## config.mk

```make
export PLATFORM = sky130hd
export DESIGN_NAME = spi_reg_ctrl
export DESIGN_NICKNAME = d
export VERILOG_FILES = /design/src/rtl/spi_reg_pkg.sv /design/src/rtl/spi_reg_ctrl_sync.sv /design/src/rtl/spi_reg_ctrl.sv
export SDC_FILE = /design/constraint.sdc
export NUM_CORES = 1
export LEC_CHECK = 0
export ABC_AREA = 1
export CAP_MARGIN = 20
export CORE_MARGIN = 2
export CORE_UTILIZATION = 48
export CTS_CLUSTER_DIAMETER = 60
export DETAILED_ROUTE_END_ITERATION = 7
export PLACE_DENSITY = 0.73
export SETUP_SLACK_MARGIN = 0.1
export SLEW_MARGIN = 20
export SYNTH_ARGS = -nofsm -noshare
export SYNTH_HDL_FRONTEND = slang
export SYNTH_SLANG_ARGS = --single-unit
```

## constraint.sdc

```tcl
create_clock -name clk -period 2.6 [get_ports clk]
set_input_delay 0.52 -clock clk [delete_from_list [all_inputs] [get_ports clk]]
set_output_delay 0.52 -clock clk [all_outputs]
set_load 0.02 [all_outputs]
```

## src/rtl/spi_reg_pkg.sv

```systemverilog
// spi_reg_pkg: register map, frame length and FSM state type for the SPI register controller.
package spi_reg_pkg;
    localparam int ADDR_EN_OUT_LO = 0;
    localparam int ADDR_EN_OUT_HI = 1;
    localparam int ADDR_EN_PWM_LO = 2;
    localparam int ADDR_EN_PWM_HI = 3;
    localparam int ADDR_DUTY      = 4;
    localparam int FRAME_BITS     = 16;
    typedef enum logic [1:0] {IDLE, SHIFT, COMMIT} state_t;
endpackage

```

## src/rtl/spi_reg_ctrl_sync.sv

```systemverilog
// spi_sync_edge: multi-flop synchronizer for an async pin with rise/fall pulses from a 1-flop history.
module spi_sync_edge #(
    parameter int SYNC_STAGES = 2
) (
    input  logic clk,
    input  logic rst,
    input  logic d,
    output logic q,
    output logic rise,
    output logic fall
);
    logic [SYNC_STAGES-1:0] sync;
    logic prev;
    always_ff @(posedge clk or posedge rst) begin
        if (rst) begin
            sync <= '0;
            prev <= 1'b0;
        end else begin
            sync <= {sync[SYNC_STAGES-2:0], d};
            prev <= sync[SYNC_STAGES-1];
        end
    end
    assign q    = sync[SYNC_STAGES-1];
    assign rise = q & ~prev;
    assign fall = ~q & prev;
endmodule

```

## src/rtl/spi_reg_ctrl.sv

```systemverilog
// spi_reg_ctrl: SPI-slave (mode 0) frame decoder writing five PWM config registers.
// Optional register readback on cipo is enabled by defining SPI_READBACK_EN.
module spi_reg_ctrl #(
    parameter int         SYNC_STAGES = 2,
    parameter int         FRAME_BITS  = spi_reg_pkg::FRAME_BITS,
    parameter logic [6:0] MAX_ADDR    = 7'h04
) (
    input  logic       clk,
    input  logic       rst,
    input  logic       sclk,
    input  logic       ncs,
    input  logic       copi,
    output logic       cipo,
    output logic [7:0] en_reg_out_7_0,
    output logic [7:0] en_reg_out_15_8,
    output logic [7:0] en_reg_pwm_7_0,
    output logic [7:0] en_reg_pwm_15_8,
    output logic [7:0] pwm_duty_cycle,
    output logic       wr_strobe,
    output logic [6:0] wr_addr,
    output logic       frame_err
);
    import spi_reg_pkg::*;
    localparam int CW = $clog2(FRAME_BITS + 2);
    localparam logic [CW-1:0] FULL = CW'(FRAME_BITS);
    localparam logic [CW-1:0] SAT  = CW'(FRAME_BITS + 1);
    logic sclk_q, sclk_rise, sclk_fall, ncs_q, ncs_rise, ncs_fall, copi_s, copi_rise, copi_fall;
    logic unused_ok;
    state_t state;
    logic [FRAME_BITS-1:0] shift;
    logic [CW-1:0] cnt;
    logic [7:0] regs [0:4];
    logic rw;
    logic [6:0] addr;
    spi_sync_edge #(.SYNC_STAGES(SYNC_STAGES)) u_sclk (.clk(clk), .rst(rst), .d(sclk), .q(sclk_q), .rise(sclk_rise), .fall(sclk_fall));
    spi_sync_edge #(.SYNC_STAGES(SYNC_STAGES)) u_ncs  (.clk(clk), .rst(rst), .d(ncs),  .q(ncs_q),  .rise(ncs_rise),  .fall(ncs_fall));
    spi_sync_edge #(.SYNC_STAGES(SYNC_STAGES)) u_copi (.clk(clk), .rst(rst), .d(copi), .q(copi_s), .rise(copi_rise), .fall(copi_fall));
    assign unused_ok = ^{sclk_q, ncs_q, copi_rise, copi_fall};
    assign rw   = shift[FRAME_BITS-1];
    assign addr = shift[FRAME_BITS-2 -: 7];
    always_ff @(posedge clk or posedge rst) begin
        if (rst) begin
            state     <= IDLE;
            shift     <= '0;
            cnt       <= '0;
            wr_strobe <= 1'b0;
            frame_err <= 1'b0;
            wr_addr   <= '0;
            for (int i = 0; i < 5; i++) regs[i] <= '0;
        end else begin
            wr_strobe <= 1'b0;
            frame_err <= 1'b0;
            case (state)
                IDLE: if (ncs_fall) begin
                    state <= SHIFT;
                    cnt   <= '0;
                    shift <= '0;
                end
                // ncs edges take priority, so an sclk rise coinciding with ncs rise is dropped
                SHIFT: if (ncs_fall) begin
                    cnt   <= '0;
                    shift <= '0;
                end else if (ncs_rise) begin
                    state     <= (cnt == FULL) ? COMMIT : IDLE;
                    frame_err <= (cnt != FULL);
                end else if (sclk_rise) begin
                    shift <= {shift[FRAME_BITS-2:0], copi_s};
                    cnt   <= (cnt == SAT) ? cnt : cnt + 1'b1;
                end
                COMMIT: begin
                    state <= IDLE;
                    if (rw && addr <= MAX_ADDR) begin
                        regs[addr[2:0]] <= shift[7:0];
                        wr_strobe       <= 1'b1;
                        wr_addr         <= addr;
                    end
                end
                default: state <= IDLE;
            endcase
        end
    end
    assign en_reg_out_7_0  = regs[ADDR_EN_OUT_LO];
    assign en_reg_out_15_8 = regs[ADDR_EN_OUT_HI];
    assign en_reg_pwm_7_0  = regs[ADDR_EN_PWM_LO];
    assign en_reg_pwm_15_8 = regs[ADDR_EN_PWM_HI];
    assign pwm_duty_cycle  = regs[ADDR_DUTY];
`ifdef SPI_READBACK_EN
    logic [7:0] tx;
    logic rd;
    logic [6:0] rd_addr;
    // the 8th rise completes {rw, addr}; the byte is first sampled by the master on the 9th rise
    assign rd_addr = {shift[5:0], copi_s};
    always_ff @(posedge clk or posedge rst) begin
        if (rst) begin
            tx <= '0;
            rd <= 1'b0;
        end else if (state != SHIFT || ncs_fall || ncs_rise) begin
            rd <= 1'b0;
        end else if (sclk_rise && cnt == CW'(7)) begin
            rd <= !shift[6] && rd_addr <= MAX_ADDR;
            tx <= (!shift[6] && rd_addr <= MAX_ADDR) ? regs[rd_addr[2:0]] : 8'h00;
        end else if (sclk_fall && cnt > CW'(8)) begin
            tx <= {tx[6:0], 1'b0};
        end
    end
    assign cipo = rd && state == SHIFT && tx[7];
`else
    logic unused_rd;
    assign unused_rd = sclk_fall;
    assign cipo = 1'b0;
`endif
endmodule

```

==> reports/summary.txt, run 1 <==
Setup Skew - 0.00916 ns
Residual DRC - 0
Setup violations, final - 0
Post-route ant nets - 0
Synth cell count leaders - nand2_1 (102), dfrtp_1 (80), inv_1 (60)
Fin cells - 540
Syn nets - 390
Post-synthesis mux area share - 0
Nets - 445
Initial antenna violation count - 0
Worst-Margin Slew - 0.579 ns
Cell count after placement - 525
Max incr delay on CP - 0.62 ns
Final Slew Violations - 0
Starting Density - 0.493
DR pass1 iterations - 4
Post-DP HPWL - 4.64 mm
Unrepaired setup endpoints after global routing - no
Worst IR Drop VDD - 259 uV
Seq cells post-synth - 80
Combinational family with the most area after synthesis - simple AND/OR/NAND/NOR gates
Share of the synthesized area in the top cell type - 0.566
Crit start category - flip-flop
Hold_buf cts - 0
XOR/XNOR share of the synthesized area - 0.00248
Setup Buffers After CTS - 0
Setup crit end kind - output port
Port bufs - 53
CP bufs+invs - 1
Critical path class - flip-flop to output port
Synth area leaders - dfrtp_1 (57%), nand2_1 (11%), inv_1 (6.4%)
Post-synthesis cell count - 382
Std cell rows - 31
Register area share after synthesis - 0.566
WL final - 6.91 mm
Achievable Freq - 0.535 GHz
Post_cts resized - 0
Vias - 2,619
Post-layout util - 0.599
Crit path depth - 1
Hold WS - 0.350 ns
Final Hold Fails - 0
Yosys warning total - 0
Global route overflow - 0
Primary FF master, synth - dfrtp_1
Clk Latency, worst-skew pair - 0.35 ns
Via-per-instance ratio - 4.85
Distinct cells, synth - 26
Post-synth EDFFs - 0
Post-synth top area cell - dfrtp_1
Pwr Total - 2.38 mW
CTS tree - built
Fin crit share - 0.719
GRT Util Overall - 0.185
Netlist Area Pre-Place - 3540 sq um
Cell family with most CP delay - buffers and inverters
# diodes - 0
Static Leak - 2.19 nW
Clk sinks - 80
Largest net degree at the start of global routing - 81
Avg Inst Size Synth - 9.26 sq um
Worst EP required - 2.08 ns
Vert. Die Dim - 89.8 um
CP max stage cell - clkdlybuf4s50_1
Number of global-route vias before repair - 2,501
Hold Crit Depth - 0
Wire length per cell - 12.8 um
Outcome - completed
Area Growth Syn to Fin - 21.6%
Clock transition at path regs - 0.08 ns
Compound-Gate Fraction of Synth Area - 0.0354
CTS HTree Levels - 3
Worst path arrival time - 1.35 ns
CTS Root Cell - clkbuf_8
Core ar. - 7180 sq um
Worst hold-check path type - flip-flop to flip-flop
Post-Synth Simple-Gate Area - 0.278
Longest Clk Path Bufs - 2
TNS Setup - 0 ns
Adder-cell area share of the yosys netlist - 0.0106
MaxCap Viol Count - 0
# IOs - 55
Die area - 8070 sq um
Crit-path cells - clkdlybuf4s50_1
Asr flop ratio synth - 1.00
Worst slew margin - 0.614
Pwr dens - 553 nW/um^2
GPL Wtd Cong - 0.828
Worst-path maximum fanout - 2
Num CTS Buffers - 9
Most common cell in the netlist - nand2_1
Global-route wire length before repair - 11.9 mm
Initial DRC Count - 178
Layout cells sized above 1 - 0.0930
Reg2reg path depth - 8
Tmin final - 1.87 ns
Die X - 89.8 um
worst paths after layout:
path / from / end / slack, ns
setup reg to reg: state[0] / en_reg_out_7_0[5] / 0.86
max in group asynchronous: rst / shift[10] / 1.64
min in group asynchronous: rst / en_reg_out_15_8[7] / 0.63
hold / removal: u_copi.sync[0] / u_copi.sync[1] / 0.35
hold reg to reg: u_copi.sync[0] / u_copi.sync[1] / 0.35
setup / recovery: pwm_duty_cycle[3] / pwm_duty_cycle[3] / 0.73
metrics by stage:
stage | worst slack (ns) | instance area [sq um]
CTS | 0.731 | 4300
global placement | 0.920 | 4090
detailed placement | 0.882 | 4090
finish | 0.730 | 4300
floorplan | 1.17 | 3540
global route | 0.679 | 4300
cell families (layout without fill, tap and decap cells):
logic type / count (synthesis) / after routing
DFF: 80 / 80
and+or+nand+nor: 196 / 196
adders and majority gates: 3 / 3
buffers and inverters: 76 / 135
AOI/OAI and AO/OA: 25 / 25
xor gates and xnor gates: 1 / 1
other: 1 / 1
state kept, by name, summed over array words and instances, names as in the netlist:
signal           flops
en_reg_pwm_7_0       8
cnt                  5
shift               16
u_ncs.sync           2
en_reg_out_15_8      8
u_sclk.prev          1
state                2
frame_err            1
u_sclk.sync          2
u_ncs.prev           1
u_copi.sync          2
en_reg_pwm_15_8      8
pwm_duty_cycle       8
wr_addr              7
wr_strobe            1
en_reg_out_7_0       8
final cells by class:
| cell class | count | area (sq um) |
|---|---|---|
| clock buffers | 13 | 169 |
| clock inverters | 2 | 37.5 |
| fillers | 633 | 2880 |
| inverters | 64 | 244 |
| multi-input cells | 226 | 1160 |
| flip-flops and latches | 80 | 2000 |
| well taps | 99 | 124 |
| repair buffers | 56 | 566 |
power by group:
group	leakage, nW	internal, mW	switching, mW
clock	0.102	0.518	0.430
combinational	0.996	0.0384	0.0998
sequential	1.10	1.27	0.0246
total	2.19	1.82	0.555
placed cells by master, fill, tap and decap left out, drive strengths merged, types with 2 or more instances in the layout:
cell	synthesis	routed
dfrtp	80	80
ha	3	3
clkbuf	0	13
inv	64	63
nor2	19	19
nand4	19	19
buf	12	3
nand3	47	47
clkdlybuf4s50	0	53
o21ai	25	25
nand2	108	108
nor3	2	2
clkinvlp	0	2
layer usage:
layer | part of all wire | GRT usage | wire length [um]
met1 | 0.49 | 0.252 | 3350
met2 | 0.45 | 0.289 | 3120
met3 | 0.040 | 0.0352 | 279
met4 | 0.023 | 0.0885 | 159
met5 | 0 | 0 | 0
(Power assumes the default switching activity.)
==> run 2: changes to the inputs <==
==> constraint.sdc (replaced) <==
create_clock -name clk -period 1.6 [get_ports clk]
set_input_delay 0.32 -clock clk [delete_from_list [all_inputs] [get_ports clk]]
set_output_delay 0.32 -clock clk [all_outputs]
set_load 0.02 [all_outputs]
==> run 2 against run 1 <==
Net effect: non-clock buffer count increased by 8; wire length increased by 0.98%; sequential power increased by 62%; largest cell class unchanged; global-route usage decreased by 0.24 points; via count increased by 3.2%; critical endpoint is now pwm_duty_cycle[6]; clock-buffer cell count increased by 1; sequential share of layout area decreased by 0.64 points; clock skew decreased by 0.0027 ns; utilization increased by 0.84 points; final area increased by 1.4%.
==> reports/summary.txt, run 2 (same netlist as run 1, synthesis figures left out) <==
Fin crit share - 0.874
Global-route wire length before repair - 11.9 mm
CP bufs+invs - 1
Starting Density - 0.493
Post-route ant nets - 0
Max incr delay on CP - 0.40 ns
Num CTS Buffers - 9
Layout cells sized above 1 - 0.113
Setup Skew - 0.00648 ns
Longest Clk Path Bufs - 2
Crit-path cells - dlygate4sd2_1
TNS Setup - 0 ns
Achievable Freq - 0.715 GHz
Worst-path maximum fanout - 2
CTS HTree Levels - 3
Tmin final - 1.40 ns
Post-DP HPWL - 4.81 mm
Area Growth Syn to Fin - 23.3%
Cell count after placement - 529
Nets - 453
Number of global-route vias before repair - 2,621
GRT Util Overall - 0.183
Final Slew Violations - 0
Std cell rows - 31
Most common cell after layout, fill and taps aside - nand2_1
GPL Wtd Cong - 0.778
Fin cells - 549
Initial DRC Count - 168
Largest net degree at the start of global routing - 44
Global route overflow - 0
# IOs - 55
Pwr dens - 931 nW/um^2
MaxCap Viol Count - 0
Residual DRC - 0
DR pass1 iterations - 4
Reg-to-reg endpoint - cnt[3]
Worst path arrival time - 1.08 ns
R2R setup slack - 0.21 ns
Die area - 8070 sq um
PnR worst setup slack - 0.202 ns
Most frequent cells in the layout - nand2_1 (100), dfrtp_1 (80), inv_1 (59), dlygate4sd2_1 (49), nand3_1 (42)
Reg2reg path depth - 7
CP max stage cell - dfrtp_1
Setup violations, final - 0
Via-per-instance ratio - 4.92
Clk sinks - 80
Wire length per cell - 12.7 um
Worst EP required - 1.28 ns
Vias - 2,703
Sequential cell area - 2000 sq um
Setup crit end kind - output port
Reg-to-Reg Start - cnt[0]
Number of fill cells - 651
Outcome - completed
WL final - 6.98 mm
Static Leak - 2.50 nW
CTS Root Cell - clkbuf_8
DP Worst Slack - 0.139 ns
# diodes - 0
Critical path class - flip-flop to output port
Biggest register - shift
Clock transition at path regs - 0.08 ns
Clk Latency, worst-skew pair - 0.35 ns
Final Hold Fails - 0
Port bufs - 53
Max reg flops - 16
CTS tree - built
Cell family with most CP delay - flip-flops
Core ar. - 7180 sq um
Unrepaired setup endpoints after global routing - yes
Crit start category - flip-flop
Die X - 89.8 um
Initial antenna violation count - 0
Worst hold-check path type - primary input to asynchronous set/reset pin
Vert. Die Dim - 89.8 um
Area of the multi-input gates - 1170 sq um
Worst IR Drop VDD - 543 uV
==> run 2: changes by cell type in the layout (fill, tap and decap cells not counted), sizes merged <==
cell	previous run	this run
clkdlybuf4s50	53	4
dlygate4sd2	0	49
buf	3	11
bufinv	1	2
clkbuf	13	14
clkinvlp	2	1
==> run 2: cell type report <==
type	instances	share of cell area
Sequential cell	80	0.459
Multi-Input combinational cell	226	0.268
Timing Repair Buffer	64	0.135
Inverter	64	0.0560
Clock buffer	14	0.0396
Tap cell	99	0.0284
Clock inverter	2	0.0138
==> run 2: per-stage QoR <==
stage | util | power (mW) | area [sq um] | hold WS (ns)
6_report | 0.607 | 4.06 | 4360 | 0.242
5_1_grt | 0.607 | 4.19 | 4360 | 0.250
4_1_cts | 0.602 | 4.08 | 4320 | 0.239
3_5_place_dp | 0.578 | 2.37 | 4150 | 0.335
3_3_place_gp | 0.578 | 2.37 | 4150 | 0.335
2_1_floorplan | - | 2.30 | 3540 | 0.331
==> run 2: worst max-delay path by stage <==
stage	startpoint	to	slack, ns	cells after the start
final	pwm_duty_cycle[6]	pwm_duty_cycle[6]	0.20	1
after global routing	cnt[0]	cnt[3]	0.07	7
after CTS	u_ncs.sync[1]	shift[7]	0.13	6
after detailed placement	u_ncs.sync[1]	shift[11]	0.14	6
after global placement	u_ncs.sync[1]	shift[11]	0.23	6
after floorplan	shift[12]	en_reg_pwm_7_0[0]	0.33	8
==> run 2: timing repair <==
item                                    CTS  global route
cloned                                    0             0
endpoints found under the hold margin     0             0
hold buffers                              0             0
pin swaps                                 0             2
endpoints found under the setup margin   49            20
setup buffers                             0             4
resized for setup                        49             3
==> run 2: power by group <==
part / leakage, nW / internal [mW] / switching, mW / total, mW
combinational: 1.28 / 0.0894 / 0.173 / 0.262
clock: 0.117 / 1.01 / 0.692 / 1.70
sequential: 1.10 / 2.06 / 0.0380 / 2.09
==> run 2: layer usage <==
layer	global-route usage	wire length (um)
met4	0.0936	147
met2	0.297	3330
met3	0.0327	352
met1	0.236	3150
met5	0	0
